### src/rtl/hilo_aware_decode.sv
// Registered MIPS main decoder: 1-cycle latency into a one-entry valid/ready output register.
// Stalls MFHI/MFLO and HI/LO writers while a multiply/divide result is pending or a HI/LO writer is held.
module hilo_aware_decode #(
  parameter int MUL_CYCLES = 4,
  parameter int DIV_CYCLES = 32
) (
  input  logic        clk,
  input  logic        rst,
  input  logic        in_valid,
  output logic        in_ready,
  input  logic [31:0] instr,
  input  logic        flush,
  output logic        out_valid,
  input  logic        out_ready,
  output logic        memtoreg,
  output logic        memwrite,
  output logic        branch,
  output logic        alusrc,
  output logic        regdst,
  output logic        regwrite,
  output logic        jump,
  output logic        hilowrite,
  output logic        memsignext,
  output logic        link,
  output logic        jumpreg,
  output logic        ri,
  output logic [1:0]  membyte,
  output logic        hilo_busy
);
  localparam int MAXC = (MUL_CYCLES > DIV_CYCLES) ? MUL_CYCLES : DIV_CYCLES;
  localparam int CW   = $clog2(MAXC + 1);

  typedef struct packed {
    logic       memtoreg;
    logic       memwrite;
    logic       branch;
    logic       alusrc;
    logic       regdst;
    logic       regwrite;
    logic       jump;
    logic       hilowrite;
    logic       memsignext;
    logic       link;
    logic       jumpreg;
    logic       ri;
    logic [1:0] membyte;
    logic       is_mul;
    logic       is_div;
  } ctrl_t;

  logic [5:0]    op, funct;
  ctrl_t         dec, held;
  logic [CW-1:0] cnt;
  logic          hilo_read, hazard, accept, issue;

  assign op    = instr[31:26];
  assign funct = instr[5:0];

  always_comb begin
    dec            = '0;
    dec.memsignext = 1'b1;
    casez (op)
      6'b100011: begin dec.memtoreg = 1'b1; dec.regwrite = 1'b1; dec.alusrc = 1'b1; end
      6'b100000: begin dec.memtoreg = 1'b1; dec.regwrite = 1'b1; dec.alusrc = 1'b1; dec.membyte = 2'd2; end
      6'b100100: begin
        dec.memtoreg = 1'b1; dec.regwrite = 1'b1; dec.alusrc = 1'b1;
        dec.membyte = 2'd2; dec.memsignext = 1'b0;
      end
      6'b100001: begin dec.memtoreg = 1'b1; dec.regwrite = 1'b1; dec.alusrc = 1'b1; dec.membyte = 2'd1; end
      6'b100101: begin
        dec.memtoreg = 1'b1; dec.regwrite = 1'b1; dec.alusrc = 1'b1;
        dec.membyte = 2'd1; dec.memsignext = 1'b0;
      end
      6'b101011: begin dec.memwrite = 1'b1; dec.alusrc = 1'b1; end
      6'b101000: begin dec.memwrite = 1'b1; dec.alusrc = 1'b1; dec.membyte = 2'd2; end
      6'b101001: begin dec.memwrite = 1'b1; dec.alusrc = 1'b1; dec.membyte = 2'd1; end
      6'b000100, 6'b000101, 6'b000110, 6'b000111, 6'b000001: dec.branch = 1'b1;
      6'b001???: begin dec.alusrc = 1'b1; dec.regwrite = 1'b1; end
      6'b000010: dec.jump = 1'b1;
      6'b000011: begin dec.jump = 1'b1; dec.link = 1'b1; dec.regwrite = 1'b1; end
      6'b000000: begin
        dec.regdst = 1'b1;
        case (funct)
          6'b011000, 6'b011001: begin dec.hilowrite = 1'b1; dec.is_mul = 1'b1; end
          6'b011010, 6'b011011: begin dec.hilowrite = 1'b1; dec.is_div = 1'b1; end
          6'b010001, 6'b010011: dec.hilowrite = 1'b1;
          6'b001000:            dec.jumpreg = 1'b1;
          6'b001001: begin dec.jumpreg = 1'b1; dec.link = 1'b1; dec.regwrite = 1'b1; end
          default:              dec.regwrite = 1'b1;
        endcase
      end
      default: dec.ri = 1'b1;
    endcase
  end

  // A held HI/LO writer has not started its counter yet, so it blocks dependents too.
  assign hilo_read = (op == 6'b000000) && ((funct == 6'b010000) || (funct == 6'b010010));
  assign hazard    = (hilo_read || dec.hilowrite) &&
                     ((cnt != '0) || (out_valid && held.hilowrite));
  assign in_ready  = !rst && !flush && !hazard && (!out_valid || out_ready);
  assign accept    = in_valid && in_ready;
  assign issue     = out_valid && out_ready && !flush;

  always_ff @(posedge clk or posedge rst) begin
    if (rst) begin
      out_valid <= 1'b0;
      held      <= '0;
    end else if (flush) begin
      out_valid <= 1'b0;
    end else if (accept) begin
      out_valid <= 1'b1;
      held      <= dec;
    end else if (issue) begin
      out_valid <= 1'b0;
    end
  end

  always_ff @(posedge clk or posedge rst) begin
    if (rst)                      cnt <= '0;
    else if (issue && held.is_mul) cnt <= CW'(MUL_CYCLES);
    else if (issue && held.is_div) cnt <= CW'(DIV_CYCLES);
    else if (cnt != '0)            cnt <= cnt - 1'b1;
  end

  assign hilo_busy  = (cnt != '0);
  assign memtoreg   = held.memtoreg;
  assign memwrite   = held.memwrite;
  assign branch     = held.branch;
  assign alusrc     = held.alusrc;
  assign regdst     = held.regdst;
  assign regwrite   = held.regwrite;
  assign jump       = held.jump;
  assign hilowrite  = held.hilowrite;
  assign memsignext = held.memsignext;
  assign link       = held.link;
  assign jumpreg    = held.jumpreg;
  assign ri         = held.ri;
  assign membyte    = held.membyte;
endmodule

### config.mk
export PLATFORM = sky130hd
export DESIGN_NAME = hilo_aware_decode
export DESIGN_NICKNAME = d
export VERILOG_FILES = /design/src/rtl/hilo_aware_decode.sv
export SDC_FILE = /design/constraint.sdc
export NUM_CORES = 1
export LEC_CHECK = 0
export BUFFER_PORTS_ARGS = -buffer_cell sky130_fd_sc_hd__clkbuf_2
export CAP_MARGIN = 10
export CORE_ASPECT_RATIO = 1.1
export CORE_MARGIN = 4
export CORE_UTILIZATION = 30
export CTS_CLUSTER_SIZE = 30
export DETAILED_ROUTE_END_ITERATION = 8
export SYNTH_ARGS = -nofsm -noshare
export SYNTH_HDL_FRONTEND = slang
export SYNTH_SLANG_ARGS = --single-unit
### constraint.sdc
create_clock -name clk -period 4.9 [get_ports clk]
set_input_delay 0 -clock clk [delete_from_list [all_inputs] [get_ports clk]]
set_output_delay 0 -clock clk [all_outputs]
set_load 0.005 [all_outputs]
==> results of run 1 <==
[tightest hold or removal path, delay by kind of cell]
| kind | cells | cell delay [ps] |
|---|---|---|
| AOI/OAI and AO/OA | 1 | 70 |
| buffers and inverters | 1 | 80 |
| and+or+nand+nor | 1 | 100 |
[cell families (layout without fill, tap and decap cells)]
| kind of cell | after synthesis | after routing | synth area share (%) |
|---|---|---|---|
| mux | 16 | 16 | 15.1 |
| flops | 23 | 23 | 42.5 |
| xor+xnor | 2 | 2 | 1.29 |
| simple gates | 40 | 40 | 16.4 |
| fa+ha+maj | 2 | 2 | 1.85 |
| compound gates | 29 | 29 | 17.1 |
| buf+inv | 17 | 50 | 5.82 |
[metrics by stage]
stage,instance area [µm²],util (%),hold WS (ps)
detailed placement,1550,35.7,240
floorplan,1360,-,1.92
CTS,1620,37.2,15.2
global route,1620,37.2,24.9
finish,1620,37.2,19.7
global placement,1550,35.7,234
[power by group]
group,switching (mW),total (mW),internal [mW]
Clock,0.0638,0.121,0.0569
Sequential,0.0365,0.262,0.225
Combinational,0.0845,0.173,0.0883
[repair_timing]
item | 4_1_cts | 5_1_grt
hold endpoints to repair | 24 | 0
gates resized for setup | 0 | 0
hold buffers | 2 | 0
endpoints found under the setup margin | 0 | 0
[synth_stat cells]
master / instances / area share, %
a2111oi_0: 3 / 1.9
a2111oi_4: 1 / 2.0
a211oi_1: 3 / 1.7
a21o_1: 1 / 0.55
a21oi_1: 6 / 2.2
a22oi_1: 1 / 0.55
a32o_1: 1 / 0.74
buf_4: 2 / 1.1
buf_6: 1 / 0.83
clkbuf_1: 3 / 0.83
dfrtp_1: 23 / 42
ha_1: 2 / 1.8
inv_1: 11 / 3.0
mux2_2: 7 / 5.8
mux2_4: 7 / 7.8
mux2i_1: 2 / 1.5
nand2_1: 8 / 2.2
nand2b_1: 4 / 1.8
nand3_1: 3 / 1.1
nand4_1: 1 / 0.46
nor2_1: 9 / 2.5
nor3_1: 2 / 0.74
nor3b_1: 2 / 1.1
nor4_1: 5 / 2.3
nor4_2: 1 / 0.92
nor4bb_1: 1 / 0.74
o211ai_4: 1 / 1.6
o21a_1: 2 / 1.1
o21ai_0: 6 / 2.2
o21ba_2: 1 / 0.74
o22ai_1: 1 / 0.46
o31a_2: 1 / 0.74
o31ai_1: 1 / 0.55
or2_2: 1 / 0.46
or3_1: 1 / 0.46
or3_4: 1 / 0.83
or4b_2: 1 / 0.74
xnor2_1: 1 / 0.65
xor2_1: 1 / 0.65
[cell type report]
cell class,instances,area [µm²],share of cell area (%)
Clock inverter,1,5.00,0.310
Multi-Input combinational cell,89,701,43.3
Inverter,11,41.3,2.55
Clock buffer,3,41.3,2.55
Tap cell,54,67.6,4.18
Timing Repair Buffer,35,185,11.5
Sequential cell,23,576,35.6
[path summary, 6_finish.rpt]
kind / from / to / slack (ps)
min in group asynchronous: rst / out_valid / 450
max in group asynchronous: rst / jumpreg / 3890
setup / recovery: cnt[2] / held[0] / 2820
hold / removal: flush / out_valid / 20
setup reg to reg: cnt[2] / held[0] / 2820
hold reg to reg: jumpreg / jumpreg / 510
[cell usage in the layout, fill, tap and decap left out, drive strengths merged, types with 2 or more instances in the layout]
cell type	netlist	routed
nand2b	4	4
dfrtp	23	23
a2111oi	4	4
mux2i	2	2
ha	2	2
clkbuf	3	36
mux2	14	14
nor3	2	2
nor4	6	6
nand3	3	3
dlygate4sd3	0	2
nand2	8	8
inv	11	11
or3	2	2
o21a	2	2
a211oi	3	3
nor3b	2	2
a21oi	6	6
nor2	9	9
o21ai	6	6
[layer usage]
metal  wire (µm)  vias to the layer above  track usage, %
met4          13                        0            2.07
met2        1280                       27            15.5
met1        1340                      500            14.5
met3         191                        3            3.97
li1            -                      533               -
met5           0                        -               0
==> impl_metrics.tcl, run 1 <==
set metrics [dict create \
    antenna_found_initial 0 \
    cpPeakStageDelay_ps 440 \
    ir_worst_vdd_mv 0.225 \
    min_period_over_period_pct 42.4 \
    postSynthCellCount 129 \
    final_max_slew_viol_count 0 \
    synth_seq_area_share_pct 42.5 \
    synth_fp_nets 168 \
    rsz0062_at_grt "no" \
    slew_headroom_pct 40.8 \
    crit_buf_inv 0 \
    worstMarginPinSlew_ps 886 \
    path_max_fanout 17 \
    wirelength_um 2830 \
    totalPowerFinal_uw 555 \
    n_antenna_cell 0 \
    ioPinCount 54 \
    worstSetupPathType "register to register" \
    hold_viol_final 0 \
    cp_top_family "compound AO/OA/AOI/OAI gates" \
    post-dp-hpwl_um 2220 \
    die_w_um 72.1 \
    clock_path_buffers 2 \
    yosysWarnings 0 \
    grt_pass1_wl_um 4810 \
    setup_viol 0 \
    clock_latency_ps 270 \
    nets 202 \
    io_buffers 33 \
    finalSetupTns_ps 0 \
    area_delta_synth_final_pct 19.3 \
    dpl.cell_count 210 \
    cts.sinks 23 \
    ys_types 39 \
    regMostFlops "cnt" \
    crit_cells 4 \
    cp-start-kind "register" \
    grt_usage_pct 10.5 \
    worstHoldPathType "input pin to register" \
    required_ps 5050 \
    via_count 1063 \
    cts_tree "yes" \
    ys_ff_latch 23 \
    leakagePower_nw 0.773 \
    period_minus_slack_ps 2080 \
    cts-root-buf "clkbuf_8" \
    path_clk_slew_ps 90 \
    postCtsSetupBuffers 0 \
    worstSetupEndpointType "register" \
    gp_congestion 0.764 \
    cp_slowest_cell "or3_4" \
    arrival_ps 2230 \
    synth_area_um2 1360 \
    reg2regPathDepth 4 \
    core_region_area_um2 4350 \
    avgSynthCellArea_um2 10.5 \
    dp_slack_ps 2820 \
    first_global_vias 1038 \
    fin_cells 216 \
    start_util_pct 31.2 \
    firstDrtPassIters 4 \
    rows 25 \
    vias_per_cell 4.92 \
    drive_gt1_share_pct 36.4 \
    cp_cell_sequence "or3_4 > a2111oi_4 > o211ai_4 > mux2_4" \
    die-area_um2 5660 \
    post_drt_wl_per_cell_um 13.1 \
    status "finished, final reports clean" \
    largest_register_ff_count 6 \
    fp.dieH_um 78.5 \
    p_per_area_nw_per_um2 343 \
    timing.final.ws_setup_ps 2820 \
    antenna_left 0 \
    cap_viol_max_count 0 \
    max_freq_ghz 0.481 \
    drc_errors 0 \
    numCtsBuffers 3 \
    first_iter_violations 38 \
    skew_ps 13.3 \
    grt_max_degree 24 \
    holdPathStages 3 \
    grt_overflow_total 0 \
    fill_cells 438 \
    cts-htree-levels 1 \
]
(Power assumes the default switching activity.)
==> run 2: changes to the inputs <==
==> constraint.sdc (replaced) <==
create_clock -name clk -period 2.1 [get_ports clk]
set_input_delay 0 -clock clk [delete_from_list [all_inputs] [get_ports clk]]
set_output_delay 0 -clock clk [all_outputs]
set_load 0.005 [all_outputs]
==> impl_metrics.tcl, run 2 (synthesized netlist as in run 1, its figures left out) <==
set metrics [dict create \
    cts.sinks 23 \
    fill_cells 437 \
    numCtsBuffers 3 \
    post_cts_resize_count 0 \
    required_ps 2260 \
    cp_slowest_cell "dfrtp_1" \
    grt_overflow_total 0 \
    arrival_ps 2110 \
    hold-worst-slack_ps 29.6 \
    crit_cells 5 \
    rsz0062_at_grt "no" \
    regMostFlops "cnt" \
    mostFrequentLayoutCells "clkbuf_2 (33), dfrtp_1 (23), inv_1 (11)" \
    start_util_pct 31.2 \
    clock_path_buffers 2 \
    final_max_slew_viol_count 0 \
    ioPinCount 54 \
    grt_usage_pct 11.0 \
    cp-start-kind "register" \
    cp_top_family "compound AO/OA/AOI/OAI gates" \
    antenna_found_initial 0 \
    layout_commonest_cell "clkbuf_2" \
    dp_slack_ps 73.0 \
    cts_tree "yes" \
    period_minus_slack_ps 1950 \
    die_w_um 72.1 \
    firstDrtPassIters 4 \
    via_count 1093 \
    reg2reg_to "held[0]" \
    antenna_left 0 \
    cts-htree-levels 1 \
    ff2ff_setup_slack_ps 150 \
    cp_cell_sequence "or3_4 > a2111oi_4 > o211ai_4 > buf_12 > mux2_4" \
    cap_viol_max_count 0 \
    setup_viol 0 \
    wirelength_um 2980 \
    worstMarginPinSlew_ps 905 \
    fp.dieH_um 78.5 \
    max_freq_ghz 0.512 \
    vias_per_cell 4.81 \
    r2r-start "cnt[3]" \
    first_iter_violations 87 \
    timing.final.ws_setup_ps 148 \
    min_period_over_period_pct 93.0 \
    path_clk_slew_ps 80 \
    worstHoldPathType "input pin to register" \
    crit_end "held[0]" \
    worstSetupEndpointType "register" \
    crit_start "cnt[3]" \
    grt_pass1_wl_um 5110 \
    finalSetupTns_ps 0 \
    leakagePower_nw 0.833 \
    totalPowerFinal_mw 1.35 \
    io_buffers 33 \
    rows 25 \
    place_area_um2 1630 \
    largest_register_ff_count 6 \
    post_drt_wl_per_cell_um 13.1 \
    path_max_fanout 16 \
    worstSetupPathType "register to register" \
    grt_max_degree 24 \
    drc_errors 0 \
    area_delta_synth_final_pct 26.3 \
    n_antenna_cell 0 \
    hold_viol_final 0 \
    status "finished, final reports clean" \
    gp_congestion 0.805 \
    ir_worst_vdd_mv 0.553 \
    crit_buf_inv 1 \
    clock_latency_ps 270 \
    core_region_area_um2 4350 \
    die-area_um2 5660 \
    final_area_um2 1710 \
    post-dp-hpwl_um 2270 \
    first_global_vias 1118 \
    slew_headroom_pct 39.6 \
    cts-root-buf "clkbuf_8" \
    p_per_area_nw_per_um2 791 \
    cpPeakStageDelay_ps 410 \
    drive_gt1_share_pct 40.5 \
    nets 213 \
    reg2regPathDepth 5 \
    skew_ps 2.83 \
]
## run 2: cell types whose count changed in the layout (fill, tap and decap cells not counted)
cell,previous run,this run
buf_12,0,1
buf_4,0,10
## run 2: worst min path at each step
| stage | cells past startpoint | end | slack [ps] | startpoint |
|---|---|---|---|---|
| final | 3 | out_valid | 30 | flush |
| after global routing | 3 | out_valid | 40 | flush |
| after CTS | 3 | out_valid | 30 | flush |
| after detailed placement | 2 | out_valid | 250 | rst |
| after global placement | 2 | out_valid | 230 | out_ready |
| after floorplan | 1 | alusrc | 2 | rst |
## run 2: per-layer routing
layer  GRT usage [%]  share of wire, %  vias to the layer above
met3            3.33               7.3                        3
met1            15.3                48                      508
met5               0                 0                        -
met4            1.13              0.34                        0
met2            17.2                44                       31
li1                -                 -                      551
## run 2: area by class of cell
type | count | area (µm²) | share of cell area, %
clock buffer | 3 | 41.3 | 2.41
clock inverter | 1 | 5.00 | 0.292
inverter | 11 | 41.3 | 2.41
multi-input combinational | 89 | 701 | 40.9
sequential | 23 | 576 | 33.6
tap | 54 | 67.6 | 3.95
timing repair buffer | 46 | 280 | 16.4
## run 2: stage by stage
stage	utilization [%]	instances
after global routing	39.4	227
after CTS	38.9	226
after detailed placement	37.4	220
after global placement	37.4	220
final	39.4	227
after floorplan	-	129
## run 2: timing repair
action,in CTS,in global routing
endpoints found under the hold margin,24,0
hold buffers,2,0
setup endpoints to repair,0,4
setup buffers,0,1
## run 2: worst min-delay path, delay by kind of cell
kind	cells	cell delay (ps)
and+or+nand+nor	1	110
AOI/OAI and AO/OA	1	70
buffers and inverters	1	80
## run 2: power breakdown
part	switching (mW)	internal (mW)
clock network	0.149	0.133
logic	0.237	0.255
registers	0.0563	0.525
